### config.mk
export PLATFORM = sky130hd
export DESIGN_NAME = uart_tx_arbiter_flat
export DESIGN_NICKNAME = d
export VERILOG_FILES = /design/src/rtl/uart_tx_arbiter_if.sv /design/src/rtl/uart_tx_arbiter.sv /design/src/flat_wrapper.sv
export SDC_FILE = /design/constraint.sdc
export NUM_CORES = 1
export LEC_CHECK = 0
export BUFFER_PORTS_ARGS = -buffer_cell sky130_fd_sc_hd__buf_4
export CORE_MARGIN = 1.5
export CORE_UTILIZATION = 50
export CTS_BUF_LIST = sky130_fd_sc_hd__clkbuf_4 sky130_fd_sc_hd__clkbuf_8
export DETAILED_ROUTE_END_ITERATION = 12
export GPL_ROUTABILITY_DRIVEN = 0
export PLACE_DENSITY = 0.93
export SKIP_CTS_REPAIR_TIMING = 1
export SLEW_MARGIN = 20
export SYNTH_ARGS = -nofsm -noshare
export SYNTH_HDL_FRONTEND = slang
export SYNTH_SLANG_ARGS = --single-unit
### constraint.sdc
create_clock -name clk -period 4.4 [get_ports clk]
set_clock_uncertainty 0.1 [all_clocks]
set_input_delay 0.22 -clock clk [delete_from_list [all_inputs] [get_ports clk]]
set_output_delay 0.22 -clock clk [all_outputs]
set_load 0.02 [all_outputs]
### src/rtl/uart_tx_arbiter_if.sv
// Bus bundle between the byte producers / uart core and uart_tx_arbiter.
// Optional macro: UART_ARB_LOCK_EN adds the per-requester lock input.
interface uart_tx_arbiter_if #(
  parameter int NREQ = 4
);
  localparam int GW = (NREQ > 1) ? $clog2(NREQ) : 1;

  logic [NREQ-1:0]   req;
  logic [8*NREQ-1:0] req_data;
  logic [NREQ-1:0]   ack;
  logic [7:0]        tx_byte;
  logic              tx_req;
  logic              tx_busy;
  logic              active;
  logic [GW-1:0]     grant_id;
`ifdef UART_ARB_LOCK_EN
  logic [NREQ-1:0]   lock;

  modport master (
    output req, req_data, tx_busy, lock,
    input  ack, tx_byte, tx_req, active, grant_id
  );

  modport slave (
    input  req, req_data, tx_busy, lock,
    output ack, tx_byte, tx_req, active, grant_id
  );
`else
  modport master (
    output req, req_data, tx_busy,
    input  ack, tx_byte, tx_req, active, grant_id
  );

  modport slave (
    input  req, req_data, tx_busy,
    output ack, tx_byte, tx_req, active, grant_id
  );
`endif
endinterface

### src/rtl/uart_tx_arbiter.sv
// Round-robin arbiter sharing the uart transmitter between NREQ producers.
// A grant latches the winner's byte, strobes tx_req/ack for one cycle, then
// follows tx_busy (with a rise timeout) until the frame has left the wire.
// Optional macro: UART_ARB_LOCK_EN lets the last granted requester keep the
// transmitter for consecutive bytes while its lock bit is high.
module uart_tx_arbiter #(
  parameter int NREQ         = 4,
  parameter int BUSY_TIMEOUT = 15
) (
  input logic               clk,
  input logic               reset,
  uart_tx_arbiter_if.slave  bus
);
  localparam int GW = (NREQ > 1) ? $clog2(NREQ) : 1;

  typedef enum logic [1:0] {
    IDLE      = 2'd0,
    WAIT_BUSY = 2'd1,
    WAIT_DONE = 2'd2
  } state_t;

  state_t            state_r;
  state_t            state_nxt_s;
  logic [7:0]        cnt_r;
  logic [7:0]        cnt_nxt_s;
  logic [NREQ-1:0]   ack_r;
  logic [NREQ-1:0]   ack_nxt_s;
  logic              tx_req_r;
  logic              tx_req_nxt_s;
  logic [7:0]        tx_byte_r;
  logic [7:0]        tx_byte_nxt_s;
  logic [GW-1:0]     grant_r;
  logic [GW-1:0]     grant_nxt_s;
  logic              active_r;

  logic              rr_found_s;
  logic [GW-1:0]     rr_winner_s;
  logic              lock_hit_s;
  logic              found_s;
  logic [GW-1:0]     winner_s;
  logic [GW:0]       sum_s;

`ifdef UART_ARB_LOCK_EN
  // Remembers that grant_r names a real grant (not the reset pointer value).
  logic granted_r;

  // Track whether any grant happened since reset, so lock only follows a real owner.
  always_ff @(posedge clk) begin
    if (reset) begin
      granted_r <= 1'b0;
    end else if (state_r == IDLE && state_nxt_s == WAIT_BUSY) begin
      granted_r <= 1'b1;
    end else begin
      granted_r <= granted_r;
    end
  end

  assign lock_hit_s = granted_r & bus.lock[grant_r] & bus.req[grant_r];
`else
  assign lock_hit_s = 1'b0;
`endif

  // Round-robin search: first pending index after the last grant, wrapping.
  always_comb begin
    rr_found_s  = 1'b0;
    rr_winner_s = '0;
    sum_s       = '0;
    for (int k = 1; k <= NREQ; k++) begin
      sum_s = {1'b0, grant_r} + (GW+1)'(k);
      if (sum_s >= (GW+1)'(NREQ)) begin
        sum_s = sum_s - (GW+1)'(NREQ);
      end else begin
        sum_s = sum_s;
      end
      if (!rr_found_s && bus.req[sum_s[GW-1:0]]) begin
        rr_found_s  = 1'b1;
        rr_winner_s = sum_s[GW-1:0];
      end else begin
        rr_found_s  = rr_found_s;
        rr_winner_s = rr_winner_s;
      end
    end
  end

  // A locked owner with a pending byte overrides the round-robin choice.
  always_comb begin
    if (lock_hit_s) begin
      found_s  = 1'b1;
      winner_s = grant_r;
    end else begin
      found_s  = rr_found_s;
      winner_s = rr_winner_s;
    end
  end

  // Next-state and next-output logic; strobes default low so they last one cycle.
  always_comb begin
    state_nxt_s   = state_r;
    cnt_nxt_s     = cnt_r;
    ack_nxt_s     = '0;
    tx_req_nxt_s  = 1'b0;
    tx_byte_nxt_s = tx_byte_r;
    grant_nxt_s   = grant_r;
    case (state_r)
      IDLE: begin
        if (!bus.tx_busy && found_s) begin
          state_nxt_s   = WAIT_BUSY;
          cnt_nxt_s     = 8'd0;
          tx_req_nxt_s  = 1'b1;
          ack_nxt_s     = {{(NREQ-1){1'b0}}, 1'b1} << winner_s;
          tx_byte_nxt_s = bus.req_data[{winner_s, 3'b000} +: 8];
          grant_nxt_s   = winner_s;
        end else begin
          state_nxt_s = IDLE;
        end
      end
      WAIT_BUSY: begin
        if (bus.tx_busy) begin
          state_nxt_s = WAIT_DONE;
          cnt_nxt_s   = 8'd0;
        end else if (cnt_r + 8'd1 == 8'(BUSY_TIMEOUT)) begin
          // uart never acknowledged: treat the byte as sent, no retry
          state_nxt_s = IDLE;
          cnt_nxt_s   = 8'd0;
        end else begin
          cnt_nxt_s   = cnt_r + 8'd1;
        end
      end
      WAIT_DONE: begin
        if (!bus.tx_busy) begin
          state_nxt_s = IDLE;
        end else begin
          state_nxt_s = WAIT_DONE;
        end
      end
      default: begin
        state_nxt_s = IDLE;
        cnt_nxt_s   = 8'd0;
      end
    endcase
  end

  // State register and registered outputs; reset abandons any frame tracking.
  always_ff @(posedge clk) begin
    if (reset) begin
      state_r   <= IDLE;
      cnt_r     <= 8'd0;
      ack_r     <= '0;
      tx_req_r  <= 1'b0;
      tx_byte_r <= 8'h00;
      grant_r   <= GW'(NREQ - 1);
      active_r  <= 1'b0;
    end else begin
      state_r   <= state_nxt_s;
      cnt_r     <= cnt_nxt_s;
      ack_r     <= ack_nxt_s;
      tx_req_r  <= tx_req_nxt_s;
      tx_byte_r <= tx_byte_nxt_s;
      grant_r   <= grant_nxt_s;
      active_r  <= (state_nxt_s != IDLE);
    end
  end

  assign bus.ack      = ack_r;
  assign bus.tx_req   = tx_req_r;
  assign bus.tx_byte  = tx_byte_r;
  assign bus.grant_id = grant_r;
  assign bus.active   = active_r;

endmodule

### src/flat_wrapper.sv
// flat-port wrapper written by rule: the top's interface ports become plain ports
module uart_tx_arbiter_flat 
#(
  parameter int NREQ         = 4,
  parameter int BUSY_TIMEOUT = 15
)
  (clk, reset, bus_req, bus_req_data, bus_tx_busy, bus_ack, bus_tx_byte, bus_tx_req, bus_active, bus_grant_id);
  uart_tx_arbiter_if #(.NREQ(NREQ)) bus_i ();
  input logic clk;
  input logic reset;
  input wire logic [$bits(bus_i.req)-1:0] bus_req;
  input wire logic [$bits(bus_i.req_data)-1:0] bus_req_data;
  input wire logic [$bits(bus_i.tx_busy)-1:0] bus_tx_busy;
  output wire logic [$bits(bus_i.ack)-1:0] bus_ack;
  output wire logic [$bits(bus_i.tx_byte)-1:0] bus_tx_byte;
  output wire logic [$bits(bus_i.tx_req)-1:0] bus_tx_req;
  output wire logic [$bits(bus_i.active)-1:0] bus_active;
  output wire logic [$bits(bus_i.grant_id)-1:0] bus_grant_id;
  assign bus_i.req = bus_req;
  assign bus_i.req_data = bus_req_data;
  assign bus_i.tx_busy = bus_tx_busy;
  assign bus_ack = bus_i.ack;
  assign bus_tx_byte = bus_i.tx_byte;
  assign bus_tx_req = bus_i.tx_req;
  assign bus_active = bus_i.active;
  assign bus_grant_id = bus_i.grant_id;
  uart_tx_arbiter #(.NREQ(NREQ), .BUSY_TIMEOUT(BUSY_TIMEOUT)) u_core (.clk(clk), .reset(reset), .bus(bus_i));
endmodule
# Word level (Yosys, flattened, before mapping)
# Cells that the tools add are included.
dict set report word_totals {
  register_bits 26
  latchBits 0
  ram_bits 0
  romBits 0
  wordCells 77
  memories 0
}
dict set report op_classes {
  add_sub_neg 9
  mul 0
  div 0
  order_cmp 8
  n_eq_ne 4
  shifts 2
  n_mux 30
  bitwise_logic 3
  n_reduce_logical 14
}
# cell count
set op_table {}
lappend op_table {{$shiftx A32 B6 Y8} 1}
lappend op_table {{$mux W8} 3}
lappend op_table {{$pmux W8 S3} 1}
lappend op_table {{$mux W2} 11}
lappend op_table {{$ge A3 B3 Y1 const B} 4}
lappend op_table {{$lt A2 B3 Y1 const B} 4}
lappend op_table {{$mux W1} 10}
lappend op_table {{$add A8 B1 Y8 const B} 1}
lappend op_table {{$bmux W1 S2} 4}
lappend op_table {{$eq A8 B4 Y1 const B} 1}
lappend op_table {{$sub A2 B1 Y2 const B} 4}
lappend op_table {{$add A2 B2 Y3 const B} 2}
lappend op_table {{$pmux W2 S3} 1}
lappend op_table {{$logic_and A1 B1 Y1} 4}
lappend op_table {{$logic_not A1 Y1} 4}
lappend op_table {{$reduce_and A2 Y1} 2}
lappend op_table {{$shl A1 B2 Y4 const A} 1}
lappend op_table {{$add A2 B1 Y3 const B} 1}
lappend op_table {{$add A2 B3 Y3 const B} 1}
lappend op_table {{$not A1 Y1} 3}
lappend op_table {{$reduce_or A3 Y1} 1}
lappend op_table {{$eq A2 B1 Y1 const B} 1}
lappend op_table {{$eq A2 B2 Y1 const B} 1}
lappend op_table {{$logic_not A2 Y1} 1}
lappend op_table {{other kinds (3)} 3}

# Logic depth before layout (Yosys ltp)
dict set report depth {
  word_depth 19
  mapped_depth 7
  ltp_nobuf 7
}

# Least setup slack after synthesis
# No wires, ideal clock.
dict set report synth_timing {
  path_type {flip-flop to flip-flop}
  startpoint {reg u_core.cnt_r[0]}
  endpoint {reg u_core.cnt_r[2]}
  setup_time_ns 0.060
  t_arrival_ns 1.774
  slack_ns 2.466
  path_stages_with_launch 7
  path_cell_list {dfxtp_1 ha_1 and3_1 a311oi_1 or3_4 a2111oi_1 a221o_1}
}
dict set report synth_via {
  elab_chain_cells 5
}
# element line
set synth_lines {}
lappend synth_lines {{from (decl)} uart_tx_arbiter.sv:24} ;# logic [7:0] cnt_r;
lappend synth_lines {{from (signal assigned)} uart_tx_arbiter.sv:155} ;# cnt_r <= cnt_nxt_s;
lappend synth_lines {{$add A8 B1 Y8 (*)} {uart_tx_arbiter.sv:121, uart_tx_arbiter.sv:126}}
lappend synth_lines {{$eq A8 B4 Y1} uart_tx_arbiter.sv:121} ;# end else if (cnt_r + 8'd1 == 8'(BUSY_TIMEOUT)) begin
lappend synth_lines {{$mux W8 (*)} uart_tx_arbiter.sv:121}
lappend synth_lines {{$mux W8 (*)} uart_tx_arbiter.sv:118} ;# if (bus.tx_busy) begin
lappend synth_lines {{$pmux W8 S3 (*)} uart_tx_arbiter.sv:104} ;# case (state_r)
# Mark *: on every way between the ends. The rest lies on a longest branch, timed or not.
# A chain may end at the register's enable or synchronous reset.

# Worst setup path in the final report
dict set report layout_timing {
  startpoint {reg u_core.grant_r[0], in the netlist u_core.bus.grant_id[0]}
  endpoint {reg u_core.tx_byte_r[0], in the netlist u_core.bus.tx_byte[0]}
}
dict set report layout_via {
  elab_chain_cells 17
}
# element line
set layout_lines {}
lappend layout_lines {{from (decl)} uart_tx_arbiter.sv:32} ;# logic [GW-1:0] grant_r;
lappend layout_lines {{from (signal assigned)} uart_tx_arbiter.sv:151} ;# grant_r <= GW'(NREQ - 1);
lappend layout_lines {{from (signal assigned)} uart_tx_arbiter.sv:159} ;# grant_r <= grant_nxt_s;
lappend layout_lines {{parallel branches: the longest is 17 deep, another holds $add A2 B1 Y3} --}
lappend layout_lines {{to (signal assigned)} uart_tx_arbiter.sv:158} ;# tx_byte_r <= tx_byte_nxt_s;
lappend layout_lines {{to (decl)} uart_tx_arbiter.sv:30} ;# logic [7:0] tx_byte_r;
# Parallel ways; which one is timed is not known. The select of a mux whose other input is x is not followed.

==> results.py <==
metrics = {
    "outcome": {
        "outcome": "complete, no violations",
    },
    "clock_tree": {
        "cts_tree": "done",
        "insertion_delay_ps": 320,
        "cts_made_buffers": 3,
        "cts.path.max_buffers": 2,
        "cts_max_level": 1,
        "cts_root_buffer": "clkbuf_4",
        "cts.sinks": 26,
        "clk_pin_slew_ps": 140,
    },
    "detailed_routing": {
        "wl_per_cell_um": 13.66,
        "antenna_left": 0,
        "first_iter_violations": 55,
        "drt-vias-per-instance": 5.791,
        "num_vias": 1523,
        "first_pass_iters": 4,
        "drc": 0,
        "wl_mm": 3.593,
    },
    "final_layout": {
        "nFillCells": 215,
        "diodes": 0,
        "multi_input_area_um2": 872.1,
        "mostFrequentLayoutCell": "buf_4",
        "area_delta_synth_final_pct": 31.18,
        "final_core_util_pct": 69.28,
        "ff_latch_area_um2": 520.5,
        "final_cell_mix": "54 x buf_4, 26 x dfxtp_1, 21 x nand2_1, 11 x nor2_1, 10 x inv_1",
        "drive_gt1_share_pct": 27.59,
        "final_nets": 274,
    },
    "placed_design": {
        "io_buffers": 54,
        "dp_hpwl_mm": 2.754,
    },
    "global_route": {
        "grt_overflow": 0,
        "grt_pass1_wl_mm": 5.885,
        "grt_max_degree": 18,
        "grt_pass1_vias": 1299,
        "antenna_found_initial": 0,
        "track_usage_pct": 22.99,
    },
    "worst_setup_path": {
        "cp-start-kind": "flip-flop",
        "crit_family": "simple AND/OR/NAND/NOR gates",
        "crit_slowest_cell": "nand3_1",
        "cp.required_ps": 4520,
        "crit_fanout": 17,
        "arrival_ps": 2290,
        "path_class": "reg -> reg",
        "crit_buf_inv": 0,
        "path_cells": "nand2b_1 > a21o_1 > nand3_1 > mux2i_1 > o211ai_1",
        "max_stage_delay_ps": 560,
        "endpoint_kind": "flip-flop",
    },
    "die": {
        "rows": 19,
        "dieArea_um2": 3272,
        "die_height_um": 57.20,
        "core_area_um2": 2781,
        "start_util_pct": 52.81,
        "io_pins": 55,
        "fp.dieW_um": 57.20,
    },
    "timing": {
        "tns_ps": 0,
        "drv_slew": 0,
        "worst_slew_pin_slew_ps": 816.2,
        "period_share_pct": 49.28,
        "fin_crit_ps": 2168,
        "rsz0062_at_grt": "false",
        "hold_viol_final": 0,
        "max_slew_margin_pct": 45.22,
        "fmax_mhz": 461.2,
        "setup_viol_count_final": 0,
    },
    "yosys": {
        "synth_compound_area_share_pct": 22.57,
        "synth_flop_cell": "dfxtp_1",
        "synthesis.nets": 224,
        "yosys-mux-area-fraction_pct": 6.133,
        "yosys.area_share.simple_pct": 27.77,
        "yosysWarnings": 0,
        "ys_ff_latch": 26,
        "synthXorXnorAreaFrac_pct": 1.193,
        "synth_edf_count": 0,
        "syn_inst": 183,
        "yosysSeqAreaShare_pct": 35.43,
        "netlist_area_um2": 1469,
        "synth_adder_area_share_pct": 1.704,
        "ys_types": 39,
        "synth_top_family_by_area": "simple AND/OR/NAND/NOR gates",
        "avgSynthCellArea_um2": 8.027,
        "synthArstFlopShare_pct": 0,
    },
    "job": {
        "drv_cap": 0,
    },
    "power": {
        "irDropWorstVdd_v": 0.0002181,
        "p_leak_uw": 0.0008329,
        "power_density_nw_per_um2": 298.6,
        "p_total_uw": 575.3,
    },
    "min_path": {
        "min_path_type": "in -> reg",
    },
}
## path summary, 6_finish.rpt
| check | startpoint | to | slack (ps) | cells past startpoint |
|---|---|---|---|---|
| max | u_core.bus.grant_id[0]$_SDFFE_PP1N_ | u_core.bus.tx_byte[0]$_SDFFE_PP0N_ | 2230 | 5 |
| min | reset | u_core.cnt_r[6]$_SDFFE_PP0P_ | 20 | 2 |
| max reg2reg | u_core.bus.grant_id[0]$_SDFFE_PP1N_ | u_core.bus.tx_byte[0]$_SDFFE_PP0N_ | 2230 | 5 |
| min reg2reg | u_core.bus.tx_byte[6]$_SDFFE_PP0N_ | u_core.bus.tx_byte[6]$_SDFFE_PP0N_ | 390 | 2 |
## registers in the layout, summed over array words and instances (netlist names)
register and cells:
u_core.bus.tx_byte 8, u_core.cnt_r 8, u_core.bus.ack 4, u_core.bus.grant_id 2
u_core.state_r 2, u_core.bus.active 1, u_core.bus.tx_req 1
## report_power, final
part / switching [uW] / total, uW / internal, uW
Clock: 73.1 / 165 / 92.2
Sequential: 11.2 / 263 / 251
Combinational: 75.6 / 147 / 71.7
## through the flow
| step | std cells | instance area, um2 | hold slack [ps] | setup slack, ps |
|---|---|---|---|---|
| after detailed placement | 259 | 1874 | 351.6 | 2093 |
| after floorplan | 183 | 1469 | 293.3 | 2466 |
| after global placement | 259 | 1874 | 363.9 | 2139 |
| after global routing | 263 | 1927 | 18.89 | 2001 |
| after CTS | 263 | 1927 | 11.44 | 2236 |
| final | 263 | 1927 | 21.41 | 2232 |
## cells by family (layout without fill, tap and decap cells)
family / after synthesis / in the layout
flops: 26 / 26
simple gates: 74 / 74
compound gates: 51 / 51
mux: 9 / 9
fa+ha+maj: 2 / 2
xor+xnor: 2 / 2
buf+inv: 19 / 68
## Yosys cell counts (5+ instances only)
library cell,count,area share (%)
nand2_1,21,5.4
and4_1,7,4.2
clkbuf_1,5,1.3
nand2b_1,5,2.1
nor3_1,5,1.7
dfxtp_1,26,35
o21ai_1,9,3.1
a31oi_1,9,3.8
inv_1,10,2.6
mux2i_1,9,6.1
a21oi_1,7,2.4
o211ai_1,8,4.1
o21ai_0,5,1.7
nor2_1,11,2.8
## per-layer routing
metal	share of wire, %	track usage (%)	vias up	wire (um)
li1	-	-	776	-
met4	1.1	6.977	0	41
met2	48	37.44	46	1732
met1	46	31.53	696	1639
met5	0	0	-	0
met3	5.0	3.628	5	180
## layout make-up
cell class	count	area share, %
tap	31	2.013
inverter	10	1.948
clock inverter	1	1.558
multi-input combinational	138	45.26
timing repair buffer	54	21.04
clock buffer	3	1.169
sequential	26	27.01
Note: power is estimated with default switching activity, not from simulation.
